==> config.mk <==
export PLATFORM = sky130hd
export DESIGN_NAME = sdram_read_flat
export DESIGN_NICKNAME = d
export VERILOG_FILES = /design/src/rtl/sdram_read_if.sv /design/src/rtl/sdram_read.sv /design/src/flat_wrapper.sv
export SDC_FILE = /design/constraint.sdc
export NUM_CORES = 1
export LEC_CHECK = 0
export BUFFER_PORTS_ARGS = -buffer_cell sky130_fd_sc_hd__clkbuf_2
export CAP_MARGIN = 20
export CORE_ASPECT_RATIO = 1.4
export CORE_UTILIZATION = 55
export CTS_CLUSTER_DIAMETER = 120
export CTS_CLUSTER_SIZE = 16
export DETAILED_ROUTE_END_ITERATION = 12
export GPL_TIMING_DRIVEN = 0
export PLACE_DENSITY = 0.79
export SLEW_MARGIN = 30
export SYNTH_ARGS = -nofsm -noshare
export SYNTH_HDL_FRONTEND = slang
export SYNTH_SLANG_ARGS = --single-unit
export TNS_END_PERCENT = 1
==> constraint.sdc <==
create_clock -name i_sclk -period 4.6 [get_ports i_sclk]
set_input_delay 0 -clock i_sclk [delete_from_list [all_inputs] [get_ports i_sclk]]
set_output_delay 0 -clock i_sclk [all_outputs]
set_load 0.02 [all_outputs]
==> src/rtl/sdram_read_if.sv <==
// Read-engine side of the SDRAM controller: trigger/arbiter handshake, command pins and data return.
interface sdram_read_if;
  logic        rd_trig;
  logic        rd_en;
  logic        rd_req;
  logic        flag_rd_end;
  logic        ref_req;
  logic [3:0]  rd_cmd;
  logic [11:0] rd_addr;
  logic [1:0]  bank_addr;
  logic [15:0] sdram_dq;
  logic [15:0] rd_data;
  logic        rd_data_vld;
  logic        rd_busy;

  modport master (
    output rd_trig, rd_en, ref_req, sdram_dq,
    input  rd_req, flag_rd_end, rd_cmd, rd_addr, bank_addr, rd_data, rd_data_vld, rd_busy
  );

  modport slave (
    input  rd_trig, rd_en, ref_req, sdram_dq,
    output rd_req, flag_rd_end, rd_cmd, rd_addr, bank_addr, rd_data, rd_data_vld, rd_busy
  );
endinterface

==> src/rtl/sdram_read.sv <==
// SDRAM read engine: requests the bus, walks ROW_NUM rows with ACTIVE/READ/PRECHARGE
// and captures burst data; yields the bus at burst boundaries for refresh.
module sdram_read #(
  parameter int unsigned CAS_LAT   = 3,
  parameter int unsigned BURST_LEN = 4,
  parameter int unsigned TRCD      = 2,
  parameter int unsigned TRP       = 2,
  parameter int unsigned ROW_NUM   = 2
) (
  input  logic        i_sclk,
  input  logic        i_s_rst,
  sdram_read_if.slave bus
);

  localparam int unsigned CNT_W    = 4;
  localparam int unsigned ROW_W    = 12;
  localparam int unsigned COL_W    = 8;
  localparam int unsigned BEAT_W   = 4;
  localparam int unsigned PRE_WAIT = (TRP > CAS_LAT + 1) ? TRP : CAS_LAT + 1;

  localparam logic [3:0] CMD_NOP = 4'b0111;
  localparam logic [3:0] CMD_ACT = 4'b0011;
  localparam logic [3:0] CMD_RD  = 4'b0101;
  localparam logic [3:0] CMD_PRE = 4'b0010;
  localparam logic [ROW_W-1:0] ADDR_A10 = 12'h400;

  typedef enum logic [2:0] {S_IDLE, S_REQ, S_ACT, S_RD, S_PRE} state_t;

  state_t            r_state, w_state_nxt;
  logic [CNT_W-1:0]  r_cnt,   w_cnt_nxt;
  logic [ROW_W-1:0]  r_row,   w_row_nxt;
  logic [COL_W-1:0]  r_col,   w_col_nxt;
  logic              r_busy,  w_busy_nxt;
  logic              r_rd_req, w_rd_req_nxt;
  logic              r_flag,  w_flag_nxt;
  logic [3:0]        r_cmd,   w_cmd_nxt;
  logic [ROW_W-1:0]  r_addr,  w_addr_nxt;
  logic [1:0]        r_bank;
  logic [COL_W-1:0]  w_col_inc;

  logic [CAS_LAT-1:0] r_rd_sr;
  logic [BEAT_W-1:0]  r_beats;
  logic               r_vld;
  logic [15:0]        r_data;
  logic               w_is_read;

  assign w_col_inc = r_col + COL_W'(BURST_LEN);
  assign w_is_read = (r_cmd == CMD_RD);

  // Next-state and next-output decode
  always_comb begin
    w_state_nxt  = r_state;
    w_cnt_nxt    = r_cnt;
    w_row_nxt    = r_row;
    w_col_nxt    = r_col;
    w_busy_nxt   = r_busy;
    w_rd_req_nxt = 1'b0;
    w_flag_nxt   = 1'b0;
    w_cmd_nxt    = CMD_NOP;
    w_addr_nxt   = '0;
    case (r_state)
      S_IDLE: begin
        if (bus.rd_trig) begin
          w_state_nxt  = S_REQ;
          w_busy_nxt   = 1'b1;
          w_row_nxt    = '0;
          w_col_nxt    = '0;
          w_rd_req_nxt = 1'b1;
        end
      end
      S_REQ: begin
        if (bus.rd_en) begin
          w_state_nxt = S_ACT;
          w_cmd_nxt   = CMD_ACT;
          w_addr_nxt  = r_row;
          w_cnt_nxt   = '0;
        end else begin
          w_rd_req_nxt = 1'b1;
        end
      end
      S_ACT: begin
        if (r_cnt == CNT_W'(TRCD)) begin
          w_state_nxt = S_RD;
          w_cmd_nxt   = CMD_RD;
          w_addr_nxt  = ROW_W'(r_col);
          w_cnt_nxt   = '0;
        end else begin
          w_cnt_nxt = r_cnt + CNT_W'(1);
        end
      end
      S_RD: begin
        if (r_cnt == CNT_W'(BURST_LEN - 1)) begin
          // A wrapped column always advances the row, even when refresh also interrupts
          w_col_nxt = w_col_inc;
          if (w_col_inc == '0) w_row_nxt = r_row + ROW_W'(1);
          w_cnt_nxt = '0;
          if (bus.ref_req || (w_col_inc == '0)) begin
            w_state_nxt = S_PRE;
            w_cmd_nxt   = CMD_PRE;
            w_addr_nxt  = ADDR_A10;
          end else begin
            w_cmd_nxt  = CMD_RD;
            w_addr_nxt = ROW_W'(w_col_inc);
          end
        end else begin
          w_cnt_nxt = r_cnt + CNT_W'(1);
        end
      end
      S_PRE: begin
        if (r_cnt == CNT_W'(PRE_WAIT)) begin
          if (r_row == ROW_W'(ROW_NUM)) begin
            w_state_nxt = S_IDLE;
            w_busy_nxt  = 1'b0;
          end else begin
            w_state_nxt  = S_REQ;
            w_rd_req_nxt = 1'b1;
          end
        end else begin
          w_cnt_nxt = r_cnt + CNT_W'(1);
          if (r_cnt == CNT_W'(PRE_WAIT - 1)) w_flag_nxt = 1'b1;
        end
      end
      default: w_state_nxt = S_IDLE;
    endcase
  end

  // State and command registers
  always_ff @(posedge i_sclk or posedge i_s_rst) begin
    if (i_s_rst) begin
      r_state  <= S_IDLE;
      r_cnt    <= '0;
      r_row    <= '0;
      r_col    <= '0;
      r_busy   <= 1'b0;
      r_rd_req <= 1'b0;
      r_flag   <= 1'b0;
      r_cmd    <= CMD_NOP;
      r_addr   <= '0;
      r_bank   <= 2'b00;
    end else begin
      r_state  <= w_state_nxt;
      r_cnt    <= w_cnt_nxt;
      r_row    <= w_row_nxt;
      r_col    <= w_col_nxt;
      r_busy   <= w_busy_nxt;
      r_rd_req <= w_rd_req_nxt;
      r_flag   <= w_flag_nxt;
      r_cmd    <= w_cmd_nxt;
      r_addr   <= w_addr_nxt;
      r_bank   <= 2'b00;
    end
  end

  // Capture pipe tracks issued READs independently of state so the last burst drains during PRE
  always_ff @(posedge i_sclk or posedge i_s_rst) begin
    if (i_s_rst) begin
      r_rd_sr <= '0;
      r_beats <= '0;
      r_vld   <= 1'b0;
      r_data  <= '0;
    end else begin
      r_rd_sr <= CAS_LAT'({r_rd_sr, w_is_read});
      r_data  <= bus.sdram_dq;
      if (r_rd_sr[CAS_LAT-1]) begin
        r_beats <= BEAT_W'(BURST_LEN - 1);
        r_vld   <= 1'b1;
      end else if (r_beats != '0) begin
        r_beats <= r_beats - BEAT_W'(1);
        r_vld   <= 1'b1;
      end else begin
        r_vld <= 1'b0;
      end
    end
  end

  assign bus.rd_req      = r_rd_req;
  assign bus.flag_rd_end = r_flag;
  assign bus.rd_cmd      = r_cmd;
  assign bus.rd_addr     = r_addr;
  assign bus.bank_addr   = r_bank;
  assign bus.rd_data     = r_data;
  assign bus.rd_data_vld = r_vld;
  assign bus.rd_busy     = r_busy;

endmodule

==> src/flat_wrapper.sv <==
// flat-port wrapper written by rule: the top's interface ports become plain ports
module sdram_read_flat 
#(
  parameter int unsigned CAS_LAT   = 3,
  parameter int unsigned BURST_LEN = 4,
  parameter int unsigned TRCD      = 2,
  parameter int unsigned TRP       = 2,
  parameter int unsigned ROW_NUM   = 2
)
  (i_sclk, i_s_rst, bus_rd_trig, bus_rd_en, bus_ref_req, bus_sdram_dq, bus_rd_req, bus_flag_rd_end, bus_rd_cmd, bus_rd_addr, bus_bank_addr, bus_rd_data, bus_rd_data_vld, bus_rd_busy);
  sdram_read_if bus_i ();
  input  logic i_sclk;
  input  logic i_s_rst;
  input wire logic [$bits(bus_i.rd_trig)-1:0] bus_rd_trig;
  input wire logic [$bits(bus_i.rd_en)-1:0] bus_rd_en;
  input wire logic [$bits(bus_i.ref_req)-1:0] bus_ref_req;
  input wire logic [$bits(bus_i.sdram_dq)-1:0] bus_sdram_dq;
  output wire logic [$bits(bus_i.rd_req)-1:0] bus_rd_req;
  output wire logic [$bits(bus_i.flag_rd_end)-1:0] bus_flag_rd_end;
  output wire logic [$bits(bus_i.rd_cmd)-1:0] bus_rd_cmd;
  output wire logic [$bits(bus_i.rd_addr)-1:0] bus_rd_addr;
  output wire logic [$bits(bus_i.bank_addr)-1:0] bus_bank_addr;
  output wire logic [$bits(bus_i.rd_data)-1:0] bus_rd_data;
  output wire logic [$bits(bus_i.rd_data_vld)-1:0] bus_rd_data_vld;
  output wire logic [$bits(bus_i.rd_busy)-1:0] bus_rd_busy;
  assign bus_i.rd_trig = bus_rd_trig;
  assign bus_i.rd_en = bus_rd_en;
  assign bus_i.ref_req = bus_ref_req;
  assign bus_i.sdram_dq = bus_sdram_dq;
  assign bus_rd_req = bus_i.rd_req;
  assign bus_flag_rd_end = bus_i.flag_rd_end;
  assign bus_rd_cmd = bus_i.rd_cmd;
  assign bus_rd_addr = bus_i.rd_addr;
  assign bus_bank_addr = bus_i.bank_addr;
  assign bus_rd_data = bus_i.rd_data;
  assign bus_rd_data_vld = bus_i.rd_data_vld;
  assign bus_rd_busy = bus_i.rd_busy;
  sdram_read #(.CAS_LAT(CAS_LAT), .BURST_LEN(BURST_LEN), .TRCD(TRCD), .TRP(TRP), .ROW_NUM(ROW_NUM)) u_core (.i_sclk(i_sclk), .i_s_rst(i_s_rst), .bus(bus_i));
endmodule
# Word-level counts from Yosys, hierarchy flattened
# Index checks and enable logic that the tools add are counted.
# classes
reduce_logical,13
n_addsub,4
eq_ne,18
muxes,46
# op_table
op,n
12-bit two-way mux,5
12-bit case mux with 3 select lines,1
4-bit two-way mux,7
3-bit two-way mux,8
8-bit two-way mux,3
12-bit case mux with 2 select lines,1
4-bit case mux with 4 select lines,1
8-bit case mux with 2 select lines,1
3-bit case mux with 5 select lines,1
1-bit two-way mux,13
"12-bit by 1-bit adder with 12-bit output, second input constant",1
"12-bit by 2-bit == test with 1-bit output, second input constant",1
"2-bit by 1-bit != test with 1-bit output, second input constant",6
4-bit case mux with 3 select lines,1
11-bit two-way mux,1
"8-bit by 3-bit adder with 8-bit output, second input constant",1
"4-bit by 2-bit == test with 1-bit output, second input constant",2
"4-bit by 3-bit == test with 1-bit output, second input constant",2
8-bit zero test,1
4-bit AND reduction,2
4-bit nonzero test,2
"3-bit by 2-bit == test with 1-bit output, second input constant",2
"2-bit != test, second input constant",3
3-bit AND reduction,2
11 further kinds,13
# word_totals
regBits,70
inputBits,21

# Longest topological paths before layout
# depth
ltp_word,6
depth_mapped,9

# Worst setup path before layout
# No wires, ideal clock.
# synth_timing
kind,register to register
start,register u_core.r_cnt[1]
end,register u_core.r_row[11]
t_arrival_ns,2.352
slack_ns,2.169
stages_incl_launch_ff,9
synth_period_minus_slack_ns,2.431
n_path_buf,2
path_cell_list,dfrtp_1 > ha_1 > or3b_1 > buf_2 > or2_0 > buf_2 > a2111o_1 > or4_1 > a21oi_1
# synth_between
elab_chain_cells,3
# synth_lines
element,line,text
start: declaration,sdram_read.sv:30,"logic [CNT_W-1:0] r_cnt, w_cnt_nxt;"
start signal: assignment,sdram_read.sv:142,r_cnt <= w_cnt_nxt;
4-bit by 2-bit == test with 1-bit output,sdram_read.sv:92,if (r_cnt == CNT_W'(BURST_LEN - 1)) begin
2-bit by 1-bit != test with 1-bit output (no source line),n/a,
4-bit AND reduction (no source line),n/a,
end signal: assignment,sdram_read.sv:143,r_row <= w_row_nxt;
end: declaration,sdram_read.sv:31,"logic [ROW_W-1:0] r_row, w_row_nxt;"
# No other way between the ends.
# A chain may end at the register's enable or synchronous reset.

# Worst setup path after layout
# layout_timing
start,register u_core.r_cnt[1]
end,"register u_core.r_addr[2], in the netlist u_core.bus.rd_addr[2]"
# layout_between
elab_chain_cells,3
word_cells_on_any_way,5
cone_classes,eq/ne: 2; mux: 3
# layout_lines
element,line,text
4-bit by 2-bit == test with 1-bit output (on tied branches),"sdram_read.sv:92, sdram_read.sv:82",
12-bit two-way mux or 8-bit two-way mux (tied branches),"sdram_read.sv:92, sdram_read.sv:82",
12-bit case mux with 3 select lines (*),sdram_read.sv:61,case (r_state)
named net u_core.w_addr_nxt[2],sdram_read.sv:37,"logic [ROW_W-1:0] r_addr, w_addr_nxt;"
end signal: assignment,sdram_read.sv:149,r_addr <= w_addr_nxt;
end: declaration,sdram_read.sv:37,
# Mark *: on every way through the listed nets, which the timed path passes. The rest lies on a longest branch.

==> flow_summary.toml <==
[critical_path]
path_cells = "ha_1 > or3b_1 > buf_2 > or2_0 > buf_2 > nor3b_1 > nand2_1 > o21ai_0"
reg2reg_depth = 8
r2r_setup_slack_ns = 1.91
start_kind = "register"
worstPathMaxFanout = 8
required_ns = 4.84
max_stage_delay_ns = 0.68
critPathSlowestCell = "nor3b_1"
arrival_ns = 2.93
path_class = "reg -> reg"
cp_common_cell = "buf_2"
reg2reg_from = "u_core.r_cnt[1]"
r2r-end = "u_core.bus.rd_addr[2]"
cp-end-kind = "register"

[logic_synthesis]
synth_seq_cells = 67
synth-main-ff-cell = "dfrtp_1"
synth_seq_area_share_pct = 56.6
synth-edff-count = 0
async_reset_ff_share_pct = 100
synthCells = 289
yosysWarnings = 0
syn_area_um2 = 2970
ys_types = 47
syn-mean-instance-area_um2 = 10.3

[worst_hold_path]
min_path_type = "in -> reg"
min-delay-start = "bus_ref_req"
hold_depth = 4
hold-path-endpoint = "u_core.bus.rd_addr[6]"

[floorplan]
core_um2 = 5200
dieWidth_um = 64.1
die-area_um2 = 5700
die_y_um = 88.9
row_count = 31
io_pins = 59
initial_utilization_pct = 57.1

[finish]
layout_commonest_cell = "dfrtp_1"
diodes = 0
most-common-layout-cells = "dfrtp_1 (64), clkbuf_2 (55), nand2_1 (27), nor2_1 (20), o21ai_0 (20)"
fill_cells = 381
instances_no_fill = 447
multiInputGateArea_um2 = 1180
area_growth_pct = 27.4
regArea_um2 = 1680
utilization_pct = 72.8
drive_gt1_share_pct = 22.3
layout.nets = 405

[clock_network]
cts_buffer_depth = 2
ctsHtreeMaxLevel = 3
cts-root-buf = "clkbuf_8"
cts_buffers = 9
path_clk_slew_ns = 0.08
cts_sinks = 67
cts_tree = "yes"
clock_latency_ns = 0.35

[routing]
wirelength_um = 7140
first_pass_iters = 4
dr.first_iter.drc_count = 159
wl_per_cell_um = 16.0
postRouteAntennaNets = 0
via_per_inst = 5.46
dr_total_vias = 2441
drc = 0

[global_routing]
overflow = 0
antenna_found_initial = 0
grt_pass1_vias = 2396
grt_first_pass_wirelength_um = 11500
grt_usage_pct = 27.6
grt_max_degree = 36

[timing]
finalClockSkew_ns = 0.00964
fmax_ghz = 0.372
setup_tns_ns = 0
final_hold_viol_count = 0
fin_crit_ns = 2.69
tightest_slew_ns = 0.830
relSlewSlack_pct = 44.5
finalMaxSlewViolations = 0
rsz0062_at_grt = "no"
setup_viol = 0
finalCritPeriodShare_pct = 58.5
holdWs_ns = 0.0548

[placed_design]
dp_hpwl_um = 4430
gp_congestion = 0.846
portBuffers = 55
placed_cells = 413

[power]
power_density_nw_per_um2 = 488
total_power_mw = 1.84
ir_worst_vdd_uv = 306
p_leak_nw = 1.79

[outcome]
status = "finished clean"

[run]
maxCapViolations = 0
-- flip-flops by register name, summed over array words and instances (netlist names) --
register	cells
u_core.bus.rd_req	1
u_core.r_rd_sr	3
u_core.r_row	12
u_core.bus.rd_busy	1
u_core.bus.rd_data	16
u_core.bus.rd_data_vld	1
u_core.bus.rd_addr	12
u_core.r_cnt	4
u_core.r_beats	4
u_core.r_state	3
u_core.bus.rd_cmd	3
u_core.bus.flag_rd_end	1
u_core.r_col	6
-- Yosys cell counts (all sizes together) (6+ instances only) --
| master | n | area [µm²] |
|---|---|---|
| o21ai | 20 | 100 |
| nand2 | 27 | 101 |
| clkbuf | 9 | 33.8 |
| nor2 | 20 | 75.1 |
| and2 | 8 | 50.1 |
| nand2b | 7 | 43.8 |
| dfrtp | 64 | 1600 |
| inv | 14 | 52.6 |
| ha | 8 | 100 |
| nand3 | 13 | 65.1 |
| a21oi | 16 | 80.1 |
| nor3 | 6 | 30.0 |
-- layout make-up --
cell class / count / area share, %
clock buffer: 10 / 3.37
tap: 66 / 2.18
clock inverter: 6 / 2.98
sequential: 67 / 44.4
inverter: 14 / 1.46
timing repair buffer: 74 / 12.6
multi-input combinational: 196 / 31.3
buffer: 14 / 1.75
-- through the flow --
stage / setup slack [ns] / cell area [µm²]
detailed placement: 1.90 / 3360
CTS: 1.88 / 3780
global route: 1.62 / 3780
finish: 1.91 / 3780
global placement: 1.92 / 3330
floorplan: 2.17 / 2980
-- report_power, final --
group | switching (mW) | leakage, nW | internal [mW]
Sequential | 0.0742 | 0.862 | 0.677
Combinational | 0.308 | 0.803 | 0.194
Clock | 0.230 | 0.121 | 0.362
Total | 0.612 | 1.79 | 1.23
-- cell families after synthesis --
kind of cell    Yosys count  share of synthesized area (%)
compound gates           67                           14.3
other cells               1                          0.126
buf+inv                  28                           4.00
xor+xnor                  3                          0.885
mux                       2                          0.758
flops                    67                           56.6
fa+ha+maj                 8                           3.37
simple gates            113                           20.0
-- routing by layer --
metal | vias up | GRT usage [%] | routed length (µm)
met5 | - | 0 | 0
met1 | 1174 | 31.3 | 2930
li1 | 1190 | - | -
met2 | 65 | 50.9 | 3810
met3 | 12 | 4.85 | 292
met4 | 0 | 12.3 | 106
-- critical path: cells and delay by family (launching register included) --
kind	cells	cell delay, ns
AO/OA/AOI/OAI	1	0.25
adder cells (fa/ha/maj)	1	0.23
buffers and inverters	2	0.33
flip-flops	1	0.40
AND/OR/NAND/NOR	4	1.38
-- what timing repair did --
item / CTS / global route
buffers inserted: 0 / 0
resized for setup: 0 / 0
hold buffers: 18 / 0
endpoints found under the hold margin: 50 / 0
-- worst max-delay path by stage --
stage                     from               endpoint  slack, ns  depth (start not counted)
2_1_floorplan  u_core.r_cnt[1]       u_core.r_row[11]       2.17                          8
3_5_place_dp   u_core.r_cnt[1]  u_core.bus.rd_addr[2]       1.90                          8
5_1_grt        u_core.r_cnt[1]  u_core.bus.rd_addr[2]       1.62                          8
6_report       u_core.r_cnt[1]  u_core.bus.rd_addr[2]       1.91                          8
3_3_place_gp   u_core.r_cnt[1]  u_core.bus.rd_addr[2]       1.92                          8
4_1_cts        u_core.r_cnt[1]  u_core.bus.rd_addr[2]       1.88                          8
Note: power is estimated with default switching activity, not from simulation.
